`src/rtl/rv_mem_pkg.sv`:
```
// rtl/rv_mem_pkg.sv - funct3 encodings, MEM-stage state and access legality helper
package rv_mem_pkg;

  localparam logic [2:0] F3_B  = 3'b000;
  localparam logic [2:0] F3_H  = 3'b001;
  localparam logic [2:0] F3_W  = 3'b010;
  localparam logic [2:0] F3_BU = 3'b100;
  localparam logic [2:0] F3_HU = 3'b101;

  typedef enum logic {IDLE, BUSY} state_t;

  // True when an access is requested but cannot legally be issued to memory.
  function automatic logic access_fault(input logic       rd,
                                        input logic       wr,
                                        input logic [2:0] f3,
                                        input logic [1:0] off);
    logic bad;
    bad = (rd & wr)
        | (f3 == 3'b011) | (f3 == 3'b110) | (f3 == 3'b111)
        | (wr & f3[2])
        | ((f3[1:0] == 2'b01) & off[0])
        | ((f3[1:0] == 2'b10) & (off != 2'b00));
    return (rd | wr) & bad;
  endfunction

endpackage

```
`src/rtl/load_align.sv`:
```
// rtl/load_align.sv - selects the addressed byte/half of a read word and extends it
module load_align
  import rv_mem_pkg::*;
(
  input  logic [31:0] i_rdata,
  input  logic [2:0]  i_funct3,
  input  logic [1:0]  i_offset,
  output logic [31:0] o_data
);

  logic [7:0]  w_byte;
  logic [15:0] w_half;

  always_comb begin
    w_byte = i_rdata[{i_offset, 3'b000} +: 8];
    w_half = i_offset[1] ? i_rdata[31:16] : i_rdata[15:0];
    case (i_funct3)
      F3_B:    o_data = {{24{w_byte[7]}}, w_byte};
      F3_BU:   o_data = {24'h0, w_byte};
      F3_H:    o_data = {{16{w_half[15]}}, w_half};
      F3_HU:   o_data = {16'h0, w_half};
      default: o_data = i_rdata;
    endcase
  end

endmodule

```
`src/rtl/mem_access_stage.sv`:
```
// rtl/mem_access_stage.sv - RV32I MEM stage: req/ack data-memory FSM, lanes, MEM/WB registers
module mem_access_stage
  import rv_mem_pkg::*;
#(
  parameter int unsigned TIMEOUT = 255
)(
  input  logic        clk_i,
  input  logic        rst_i,
  input  logic        RegWrite_i,
  input  logic        MemtoReg_i,
  input  logic        MemRead_i,
  input  logic        MemWrite_i,
  input  logic [31:0] ALU_result_i,
  input  logic [31:0] MUX_result_i,
  input  logic [2:0]  funct3_i,
  input  logic [4:0]  instr_11_i,
  output logic        dmem_req_o,
  output logic        dmem_we_o,
  output logic [31:0] dmem_addr_o,
  output logic [31:0] dmem_wdata_o,
  output logic [3:0]  dmem_be_o,
  input  logic        dmem_ack_i,
  input  logic [31:0] dmem_rdata_i,
  output logic        stall_o,
  output logic        mem_fault_o,
  output logic        RegWrite_o,
  output logic        MemtoReg_o,
  output logic [31:0] ALU_result_o,
  output logic [31:0] Mem_data_o,
  output logic [4:0]  instr_11_o
);

  state_t      r_state;
  logic [31:0] r_cnt;
  logic        r_req, r_we, r_fault;
  logic [31:0] r_addr, r_wdata, r_alu;
  logic [3:0]  r_be;
  logic [2:0]  r_f3;
  logic [1:0]  r_off;
  logic [4:0]  r_rd;
  logic        r_regwrite, r_memtoreg;
  logic        r_wb_regwrite, r_wb_memtoreg;
  logic [31:0] r_wb_alu, r_wb_data;
  logic [4:0]  r_wb_rd;

  logic        w_access, w_fault, w_timeout, w_stall;
  logic [3:0]  w_be;
  logic [31:0] w_wdata, w_load_data;

  assign w_access  = MemRead_i | MemWrite_i;
  assign w_fault   = access_fault(MemRead_i, MemWrite_i, funct3_i, ALU_result_i[1:0]);
  assign w_timeout = (TIMEOUT != 0) && (r_cnt == 32'(TIMEOUT - 1));

  // Loads always fetch the whole word; only stores narrow the lanes.
  always_comb begin
    w_be    = 4'b1111;
    w_wdata = 32'h0;
    if (MemWrite_i) begin
      case (funct3_i[1:0])
        2'b00: begin
          w_be    = 4'b0001 << ALU_result_i[1:0];
          w_wdata = {4{MUX_result_i[7:0]}};
        end
        2'b01: begin
          w_be    = 4'b0011 << {ALU_result_i[1], 1'b0};
          w_wdata = {2{MUX_result_i[15:0]}};
        end
        default: begin
          w_be    = 4'b1111;
          w_wdata = MUX_result_i;
        end
      endcase
    end
  end

  load_align u_load_align (
    .i_rdata  (dmem_rdata_i),
    .i_funct3 (r_f3),
    .i_offset (r_off),
    .o_data   (w_load_data)
  );

  always_comb begin
    w_stall = 1'b0;
    if (!rst_i) begin
      case (r_state)
        IDLE:    w_stall = w_access & ~w_fault;
        BUSY:    w_stall = ~dmem_ack_i;
        default: w_stall = 1'b0;
      endcase
    end
  end

  always_ff @(posedge clk_i) begin
    if (rst_i) begin
      r_state       <= IDLE;
      r_cnt         <= 32'h0;
      r_req         <= 1'b0;
      r_we          <= 1'b0;
      r_fault       <= 1'b0;
      r_addr        <= 32'h0;
      r_wdata       <= 32'h0;
      r_alu         <= 32'h0;
      r_be          <= 4'h0;
      r_f3          <= 3'h0;
      r_off         <= 2'h0;
      r_rd          <= 5'h0;
      r_regwrite    <= 1'b0;
      r_memtoreg    <= 1'b0;
      r_wb_regwrite <= 1'b0;
      r_wb_memtoreg <= 1'b0;
      r_wb_alu      <= 32'h0;
      r_wb_data     <= 32'h0;
      r_wb_rd       <= 5'h0;
    end else begin
      r_fault <= 1'b0;
      case (r_state)
        IDLE: begin
          if (!w_access) begin
            r_wb_regwrite <= RegWrite_i;
            r_wb_memtoreg <= MemtoReg_i;
            r_wb_alu      <= ALU_result_i;
            r_wb_rd       <= instr_11_i;
            r_wb_data     <= 32'h0;
          end else if (w_fault) begin
            r_wb_regwrite <= 1'b0;
            r_fault       <= 1'b1;
          end else begin
            r_addr        <= {ALU_result_i[31:2], 2'b00};
            r_alu         <= ALU_result_i;
            r_we          <= MemWrite_i;
            r_be          <= w_be;
            r_wdata       <= w_wdata;
            r_f3          <= funct3_i;
            r_off         <= ALU_result_i[1:0];
            r_rd          <= instr_11_i;
            r_regwrite    <= RegWrite_i;
            r_memtoreg    <= MemtoReg_i;
            r_req         <= 1'b1;
            r_wb_regwrite <= 1'b0;
            r_cnt         <= 32'h0;
            r_state       <= BUSY;
          end
        end
        BUSY: begin
          // Ack has priority over a timeout landing on the same cycle.
          if (dmem_ack_i) begin
            r_req         <= 1'b0;
            r_wb_regwrite <= r_regwrite;
            r_wb_memtoreg <= r_memtoreg;
            r_wb_alu      <= r_alu;
            r_wb_rd       <= r_rd;
            r_wb_data     <= r_we ? 32'h0 : w_load_data;
            r_cnt         <= 32'h0;
            r_state       <= IDLE;
          end else if (w_timeout) begin
            r_req         <= 1'b0;
            r_fault       <= 1'b1;
            r_wb_regwrite <= 1'b0;
            r_cnt         <= 32'h0;
            r_state       <= IDLE;
          end else begin
            r_cnt <= r_cnt + 32'h1;
          end
        end
        default: r_state <= IDLE;
      endcase
    end
  end

  assign dmem_req_o   = r_req;
  assign dmem_we_o    = r_we;
  assign dmem_addr_o  = r_addr;
  assign dmem_wdata_o = r_wdata;
  assign dmem_be_o    = r_be;
  assign stall_o      = w_stall;
  assign mem_fault_o  = r_fault;
  assign RegWrite_o   = r_wb_regwrite;
  assign MemtoReg_o   = r_wb_memtoreg;
  assign ALU_result_o = r_wb_alu;
  assign Mem_data_o   = r_wb_data;
  assign instr_11_o   = r_wb_rd;

endmodule

```
`config.mk`:
```
export PLATFORM = sky130hd
export DESIGN_NAME = mem_access_stage
export DESIGN_NICKNAME = d
export VERILOG_FILES = /design/src/rtl/rv_mem_pkg.sv /design/src/rtl/load_align.sv /design/src/rtl/mem_access_stage.sv
export SDC_FILE = /design/constraint.sdc
export NUM_CORES = 1
export LEC_CHECK = 0
export CORE_MARGIN = 2
export CORE_UTILIZATION = 35
export DETAILED_ROUTE_END_ITERATION = 7
export GPL_ROUTABILITY_DRIVEN = 0
export SLEW_MARGIN = 20
export SYNTH_ARGS = -nofsm -noshare
export SYNTH_HDL_FRONTEND = slang
export SYNTH_SLANG_ARGS = --single-unit
```
`constraint.sdc`:
```
create_clock -name clk_i -period 2.2 [get_ports clk_i]
set_clock_uncertainty 0.2 [all_clocks]
set_input_delay 0.22 -clock clk_i [delete_from_list [all_inputs] [get_ports clk_i]]
set_output_delay 0.22 -clock clk_i [all_outputs]
set_load 0.01 [all_outputs]
```
==> impl_results.md, run 1 <==
- Setup crit end kind: output port
- Slew Limit Fails: 0
- Nets: 1345
- Clock root buffer: clkbuf_16
- RSZ-0062 raised after global routing: no
- Hold_ws: 0.132 ns
- Post-DR wirelength/cell: 16.7 um
- Fmax: 0.471 GHz
- Final setup viols: 0
- Leakage Power: 4.15 nW
- Row count: 57
- Port Buffers: 251
- Final ANT Viol Nets: 0
- Initial Util: 0.354
- Via count: 7871
- Critical path class: input pin to output port
- Vias in the first global route: 7560
- Worst min path class: input pin to register
- DIE AREA: 25600 um2
- Slowest-stage cell, CP: clkdlybuf4s50_1
- Postcts setup bufs: 0
- CTS sink count: 185
- Largest net degree at the start of global routing: 105
- Most common cell after layout, fill and taps aside: clkdlybuf4s50_1
- Worst Max-Slew Pin Slew: 0.758 ns
- Sequential element share of the synthesized area: 0.434
- #FFs+latches synth: 185
- First-pass GRT wire length: 41900 um
- Final wirelength: 26100 um
- Post-synth cell types: 54
- VDD IR max: 0.394 mV
- Initial antenna violation count: 4
- Ratio of final minimum period to clock period: 0.965
- Setup TNS: 0 ns
- Final hold violations: 0
- Max stage delay on crit path: 0.46 ns
- Die H: 160 um
- Reg2Reg Setup Slack: 0.13 ns
- DR iter-0 viols: 338
- Pre-antenna DRT Iters: 5
- CTS buffer count: 17
- Most frequent cells in the layout: clkdlybuf4s50_1 (244), dfxtp_1 (184), nand2_1 (161)
- Max Buffers Root-to-Sink: 2
- Async SR Flop Fraction: 0
- Mapped cell area: 8520 um2
- Share of layout cells above drive strength 1: 0.109
- Filler Cells Inserted: 2346
- CP arrival: 1.70 ns
- Overall Power: 0.00781 W
- I/O Pins: 254
- Clock transition at path regs: 0.07 ns
- Pwr Density: 647 nW/um2
- Synth Flop Type: dfxtp_1
- Core ar.: 24100 um2
- Worst Path Max Fanout: 2
- Post-place setup slack: -0.570 ns
- Switch Pwr: 0.00218 W
- Drc violations: 0
- Global Route Usage Sum: 0.203
- Number of synthesized flops with an enable pin: 0
- Worst setup margin: 0.0775 ns
- GRT overflow: 0
- Cell breakdown of the critical path: clkdlybuf4s50_1 > or3b_4 > a22oi_4 > and2_4 > nor2_1 > nor2_2 > buf_2
- WP data required: 1.78 ns
- Worst hold path cell count: 4
- Reg power frac: 0.454
- Internal Power: 0.00563 W
- Clk pwr share: 0.382
- Synth Area per Inst: 8.42 um2
- Worst-skew pair later-pin latency: 0.44 ns
- Dpl hpwl: 18500 um
- Status: finished clean
- Logic pwr share: 0.164
- CTS tree: built
- CTS HTree Levels: 4
- Post-Syn Instances: 1012
- Switching share of power: 0.279
- Synth warn: 0
- Startpoint Class: input pin
- Area Overhead vs Synth: 41.6%
- Worst reg2reg path depth: 5
- Fin crit period: 2.12 ns
- Die W: 160 um
- Routed vias/inst: 5.02
- Slew margin rel.: 0.495
- Max_cap viols: 0
-- sequential cells by signal (all words and copies together) (netlist names) --
| register | flops |
|---|---|
| dmem_we_o | 1 |
| r_alu | 32 |
| MemtoReg_o | 1 |
| RegWrite_o | 1 |
| mem_fault_o | 1 |
| dmem_be_o | 4 |
| dmem_req_o | 1 |
| r_regwrite | 1 |
| r_cnt | 32 |
| ALU_result_o | 32 |
| r_state | 1 |
| dmem_wdata_o | 32 |
| r_rd | 5 |
| instr_11_o | 5 |
| Mem_data_o | 32 |
| r_memtoreg | 1 |
| r_f3 | 3 |
-- stage by stage --
| step | area (um2) | util | cells |
|---|---|---|---|
| global placement | 11500 | 0.476 | 1536 |
| detailed placement | 11500 | 0.476 | 1536 |
| floorplan | 8530 | - | 1013 |
| CTS | 12000 | 0.499 | 1568 |
| finish | 12100 | 0.501 | 1569 |
| global route | 12100 | 0.501 | 1568 |
-- final cells by class --
cell class	count	area (um2)	area share
Antenna cell	1	2.50	0.000207
Clock buffer	17	425	0.0352
Clock inverter	14	138	0.0114
Inverter	8	30.0	0.00249
Multi-Input combinational cell	708	4270	0.354
Sequential cell	185	3710	0.307
Tap cell	324	405	0.0336
Timing Repair Buffer	312	3090	0.256
-- routing by layer --
layer	routed length [um]	vias up	GRT usage
li1	-	3969	-
met1	12000	3659	0.266
met2	12000	217	0.324
met3	1820	24	0.0665
met4	326	2	0.0520
met5	16	-	0
-- power by group through the flow --
stage | clock (W) | sequential (W) | combinational [W]
global placement | 0 | 0.00362 | 0.00128
detailed placement | 0 | 0.00362 | 0.00128
CTS | 0.00306 | 0.00354 | 0.00129
floorplan | 0 | 0.00365 | 0.000575
global route | 0.00321 | 0.00356 | 0.00139
finish | 0.00299 | 0.00354 | 0.00128
-- worst max-delay path, delay by kind of cell --
kind            cells  cell delay, ns
compound gates      1            0.13
simple gates        4            0.76
buf+inv             2            0.59
-- logic make-up after synthesis --
family                     count (synthesis)  synth area share
buffers and inverters                    120            0.0703
DFF                                      185             0.434
xor gates and xnor gates                  24            0.0247
other                                      1          0.000440
and+or+nand+nor                          386             0.207
adders and majority gates                  2           0.00294
muxes                                     74            0.0906
AOI/OAI and AO/OA                        220             0.170
-- Yosys cell counts, types with 18 or more instances --
cell type  count  share of area
dfxtp_1      185           0.43
clkbuf_1      61          0.027
nand3_1       40          0.023
nor2_1        90          0.040
a211oi_1      41          0.036
mux2i_1       49          0.058
a21oi_1       90          0.053
nand2b_1      28          0.021
buf_4         33          0.029
mux2_2        25          0.033
nand2_1      162          0.071
o21ai_0       18          0.011
-- repair_timing --
item                                   4_1_cts  5_1_grt
setup endpoints to repair                   17       32
hold buffers                                 1        0
pin swaps                                    2        3
gates resized for setup                     10        7
endpoints found under the hold margin        6        0
-- final timing paths --
path / startpoint / endpoint
setup / recovery: MemRead_i / stall_o
hold / removal: ALU_result_i[1] / r_alu[1]
setup reg to reg: r_cnt[3] / r_cnt[31]
hold reg to reg: dmem_wdata_o[31] / dmem_wdata_o[31]
Note: power is estimated with default switching activity, not from simulation.
==> inputs of run 2 (changes only) <==
Settings changed: CORE_ASPECT_RATIO from default to 1.1, CORE_UTILIZATION 35 to 43, PLACE_DENSITY from default to 0.77.
==> impl_results.md, run 2 (same netlist as run 1, synthesis figures left out) <==
- Core ar.: 19700 um2 (-18%)
- Max_cap viols: 0 (unchanged)
- Most frequent cells in the layout: clkdlybuf4s50_1 (243), dfxtp_1 (184), nand2_1 (161)
- Setup crit end kind: register
- Setup TNS: 0 ns (unchanged)
- DR iter-0 viols: 467 (+38%)
- CTS sink count: 185 (unchanged)
- Slew margin rel.: 0.645 (+0.150)
- CTS tree: built
- Initial antenna violation count: 2 (-2)
- Pre-antenna DRT Iters: 5 (unchanged)
- Max Buffers Root-to-Sink: 2 (unchanged)
- Overall Power: 0.00786 W (+0.62%)
- Final ANT Viol Nets: 0 (unchanged)
- Filler Cells Inserted: 1722 (-27%)
- Vias in the first global route: 7662 (+1.3%)
- Pwr Density: 657 nW/um2 (+1.5%)
- Worst Path Max Fanout: 14 (+12)
- Final wirelength: 24900 um (-4.6%)
- Global Route Usage Sum: 0.229 (+0.0260)
- # hold bufs at CTS: 0 (-1)
- Clock root buffer: clkbuf_16
- CP arrival: 2.31 ns (+0.61 ns)
- Die H: 152 um (-5.2%)
- I/O Pins: 254 (unchanged)
- Nets: 1342 (-0.22%)
- Most common cell after layout, fill and taps aside: clkdlybuf4s50_1
- Status: finished clean
- Critical path class: input pin to register
- Dpl hpwl: 17500 um (-5.8%)
- Final setup viols: 0 (unchanged)
- Leakage Power: 4.15 nW (about the same)
- Ratio of final minimum period to clock period: 0.978 (+0.0128)
- Routed vias/inst: 5.38 (+7.3%)
- CTS HTree Levels: 4 (unchanged)
- Port Buffers: 251 (unchanged)
- Clock transition at path regs: 0.07 ns (about the same)
- Finished Cell Area: 12000 um2 (-0.89%)
- DP Area: 11400 um2 (-1.0%)
- Worst min path class: input pin to register
- VDD IR max: 0.530 mV (+34%)
- Postcts setup bufs: 0 (unchanged)
- Fin crit period: 2.15 ns (+0.0281 ns)
- Post-DR wirelength/cell: 16.7 um (+0.15%)
- Slew Limit Fails: 0 (unchanged)
- Final hold violations: 0 (unchanged)
- RSZ-0062 raised after global routing: yes
- Die W: 138 um (-14%)
- WP data required: 2.35 ns (+0.57 ns)
- GRT overflow: 0 (unchanged)
- Area Overhead vs Synth: 40.3%
- Fmax: 0.465 GHz (-1.3%)
- Share of layout cells above drive strength 1: 0.107 (-0.00135)
- Startpoint Class: input pin
- DIE AREA: 21000 um2 (-18%)
- First-pass GRT wire length: 39100 um (-6.8%)
- Initial Util: 0.434 (+0.0799)
- Drc violations: 0 (unchanged)
- CTS buffer count: 17 (unchanged)
- Largest net degree at the start of global routing: 91 (-13%)
- Row count: 54 (-5.3%)
- Worst-skew pair later-pin latency: 0.42 ns (-0.02 ns)
- Worst Max-Slew Pin Slew: 0.532 ns (-0.226 ns)
- Via count: 8039 (+2.1%)
[run 2: cell count changes in the layout (fill, tap and decap cells not counted), sizes merged]
| cell | previous run | this run |
|---|---|---|
| inv | 14 | 9 |
| clkbuf | 17 | 20 |
| buf | 62 | 60 |
| bufinv | 0 | 2 |
| clkdlybuf4s50 | 244 | 243 |
| dlygate4sd2 | 4 | 5 |
| dlygate4sd3 | 1 | 0 |
[run 2: where the power goes]
group	total [W]	leakage [nW]	internal [W]	switching (W)
logic	0.00127	2.36	0.000653	0.000617
clock network	0.00304	0.286	0.00173	0.00131
registers	0.00354	1.50	0.00347	0.0000699
[run 2: routing by layer]
| layer | vias to the layer above | wire (um) | global-route usage |
|---|---|---|---|
| met2 | 262 | 11900 | 0.381 |
| met4 | 2 | 745 | 0.0908 |
| li1 | 3958 | - | - |
| met1 | 3773 | 10500 | 0.277 |
| met3 | 44 | 1810 | 0.0754 |
| met5 | - | 10 | 0 |
[run 2: final timing paths]
check | from | endpoint | slack [ns] | depth (start not counted)
worst max register to register | r_cnt[0] | r_cnt[17] | 0.11 | 8
worst min-delay path | rst_i | Mem_data_o[4] | 0.09 | 3
worst min register to register | dmem_wdata_o[31] | dmem_wdata_o[31] | 0.25 | 2
worst max-delay path | ALU_result_i[0] | r_cnt[19] | 0.05 | 7
[run 2: cell type report]
| cell class | instances | area, um2 | area share |
|---|---|---|---|
| multi-input combinational | 708 | 4280 | 0.358 |
| clock inverter | 11 | 123 | 0.0103 |
| inverter | 8 | 30.0 | 0.00251 |
| tap | 252 | 315 | 0.0264 |
| clock buffer | 20 | 457 | 0.0382 |
| antenna | 1 | 2.50 | 0.000209 |
| timing repair buffer | 309 | 3050 | 0.255 |
| sequential | 185 | 3710 | 0.310 |
[run 2: through the flow]
| step | hold slack [ns] | utilization | instances | setup slack, ns |
|---|---|---|---|---|
| 6_report | 0.0929 | 0.608 | 1494 | 0.0495 |
| 4_1_cts | 0.113 | 0.607 | 1493 | 0.0310 |
| 3_5_place_dp | 0.246 | 0.578 | 1462 | -0.602 |
| 3_3_place_gp | 0.237 | 0.578 | 1462 | -0.615 |
| 2_1_floorplan | 0.156 | - | 1013 | 0.0136 |
| 5_1_grt | 0.123 | 0.608 | 1493 | -0.0327 |
[run 2: repair_timing]
item	CTS	global route
pin swaps	1	1
gates cloned	0	0
endpoints found under the hold margin	0	0
resized for setup	10	8
endpoints found under the setup margin	20	36
[run 2: critical path, cell delays in order]
cell           delay, ns
dlygate4sd2_1       0.29
or4_4               0.55
a22oi_4             0.18
buf_4               0.23
o211ai_1            0.23
or4_1               0.46
a21oi_1             0.14
==> inputs of run 3 (changes only) <==
Settings changed: CORE_UTILIZATION 43 to 32, PLACE_DENSITY 0.77 to default.
==> impl_results.md, run 3 (same netlist as run 1, synthesis figures left out) <==
- Routed vias/inst: 4.95 (-8.0%)
- Die H: 175 um (+16%)
- Slowest-stage cell, CP: or4_4
- Drc violations: 0 (unchanged)
- Max stage delay on crit path: 0.58 ns (+0.03 ns)
- Die W: 160 um (+15%)
- Fin util: 0.468 (-0.140)
- Via count: 7945 (-1.2%)
- Filler Cells Inserted: 2567 (+49%)
- CP arrival: 2.31 ns (about the same)
- Largest net degree at the start of global routing: 87 (-4.4%)
- Reg-to-Reg End: r_cnt[6]
- Global Route Usage Sum: 0.187 (-0.0421)
- Reg2Reg Setup Slack: 0.10 ns (about the same)
- Max_cap viols: 0 (unchanged)
- WL met2: 12500 um (+5.5%)
- Max Buffers Root-to-Sink: 2 (unchanged)
- Most frequent cells in the layout: clkdlybuf4s50_1 (244), dfxtp_1 (184), nand2_1 (161)
- Worst Setup SP: ALU_result_i[0]
- Slew margin rel.: 0.633 (-0.0121)
- Fin crit period: 2.14 ns (-0.00847 ns)
- Clock transition at path regs: 0.07 ns (about the same)
- WP data required: 2.36 ns (about the same)
- Worst Max-Slew Pin Slew: 0.549 ns (+0.0170 ns)
- Final wirelength: 26400 um (+6.1%)
- CTS tree: built
- Worst Path Max Fanout: 7 (-7)
- RR Startpoint: r_cnt[16]
- I/O Pins: 254 (unchanged)
- Slew Limit Fails: 0 (unchanged)
- Worst reg2reg path depth: 6 (-2)
- Vias in the first global route: 7705 (+0.56%)
- Dpl hpwl: 19100 um (+9.3%)
- Most common cell after layout, fill and taps aside: clkdlybuf4s50_1
- DP Area: 11600 um2 (+2.0%)
- First-pass GRT wire length: 42000 um (+7.6%)
- Leakage Power: 4.23 nW (+1.9%)
- Initial antenna violation count: 3 (+1)
- Pwr Density: 655 nW/um2 (-0.33%)
- VDD IR max: 0.457 mV (-14%)
- Top routing layer used: met5
- CTS HTree Levels: 4 (unchanged)
- Status: finished clean
- Worst-skew pair later-pin latency: 0.43 ns (about the same)
- Post-DR wirelength/cell: 16.5 um (-1.2%)
- Area Overhead vs Synth: 43.6%
- Final hold violations: 0 (unchanged)
- Initial Util: 0.326 (-0.107)
- Port Buffers: 251 (unchanged)
- Core ar.: 26100 um2 (+33%)
- Overall Power: 0.00801 W (+2.0%)
- GRT overflow: 0 (unchanged)
- Startpoint Class: input pin
- Fmax: 0.467 GHz (+0.40%)
- Worst path most repeated cell: buf_4
- Pre-antenna DRT Iters: 5 (unchanged)
- CTS buffer count: 17 (unchanged)
- Ratio of final minimum period to clock period: 0.974 (-0.00385)
- Met3 WL post-DR: 1790 um (-1.2%)
- Worst min path class: input pin to register
- DIE AREA: 28000 um2 (+33%)
- Nets: 1351 (+0.67%)
- Final ANT Viol Nets: 0 (unchanged)
- Setup crit end kind: register
- CTS sink count: 185 (unchanged)
- Finished Cell Area: 12200 um2 (+2.3%)
- Worst setup path end: r_cnt[13]
- Share of layout cells above drive strength 1: 0.111 (+0.00394)
- Row count: 62 (+15%)
- Final setup viols: 0 (unchanged)
- Clock root buffer: clkbuf_16
- Cell breakdown of the critical path: dlygate4sd2_1 > or4_4 > a22oi_4 > buf_4 > o211ai_1 > buf_4 > or3_1 > a21oi_1
- M1 WL: 11400 um (+8.4%)
- DR iter-0 viols: 435 (-6.9%)
- Critical path class: input pin to register
run 3: cell count changes in the layout (fill, tap and decap cells not counted), moves of 2 or more:
cell      change
clkbuf_8      -2
clkinv_2      -3
buf_12        +5
buf_4         +3
nor4_1        +2
inv_8         +3
inv_6         +2
clkinv_8      +4
nor4_2        -2
run 3: cell type report:
type | instances | area (um2) | share of cell area
Antenna cell | 2 | 5.00 | 0.000409
Sequential cell | 185 | 3700 | 0.303
Inverter | 8 | 30.0 | 0.00245
Multi-Input combinational cell | 708 | 4260 | 0.348
Clock buffer | 17 | 425 | 0.0348
Tap cell | 352 | 440 | 0.0360
Timing Repair Buffer | 318 | 3180 | 0.260
Clock inverter | 15 | 186 | 0.0152
run 3: power breakdown:
part,internal (W),switching (W)
logic,0.000676,0.000623
registers,0.00347,0.0000713
clock network,0.00164,0.00153
run 3: timing repair:
action,4_1_cts,5_1_grt
hold buffers,1,0
pin swaps,2,3
endpoints found under the hold margin,7,0
resized for setup,11,3
setup endpoints to repair,5,34
buffers inserted,0,2
run 3: worst min path at each step:
| stage | startpoint | endpoint | slack [ns] | cells after the start |
|---|---|---|---|---|
| 2_1_floorplan | MemtoReg_i | r_memtoreg | 0.16 | 2 |
| 5_1_grt | MemWrite_i | dmem_we_o | 0.14 | 4 |
| 4_1_cts | ALU_result_i[1] | r_alu[1] | 0.12 | 4 |
| 3_5_place_dp | Mem_data_o[6] | Mem_data_o[6] | 0.24 | 2 |
| 6_report | MemWrite_i | dmem_we_o | 0.1 | 4 |
| 3_3_place_gp | dmem_wdata_o[20] | dmem_wdata_o[20] | 0.24 | 2 |
run 3: routing by layer:
layer | global-route usage | up-vias
met5 | 0 | -
met1 | 0.231 | 3681
li1 | - | 3982
met2 | 0.309 | 234
met4 | 0.0727 | 2
met3 | 0.0532 | 46
run 3: per-stage QoR:
step / worst slack [ns] / TNS, ns / hold slack, ns / cells
2_1_floorplan: 0.0136 / 0 / 0.156 / 1013
3_3_place_gp: -0.490 / -42.05 / 0.237 / 1568
3_5_place_dp: -0.491 / -44.00 / 0.244 / 1568
4_1_cts: 0.00286 / 0 / 0.123 / 1601
5_1_grt: -0.0105 / -0.0301 / 0.137 / 1604
6_report: 0.0579 / 0 / 0.0989 / 1605
run 3: critical path, delay by kind of cell:
kind / cells / cell delay (ns)
AOI/OAI and AO/OA: 3 / 0.58
buffers and inverters: 3 / 0.63
and+or+nand+nor: 2 / 0.88
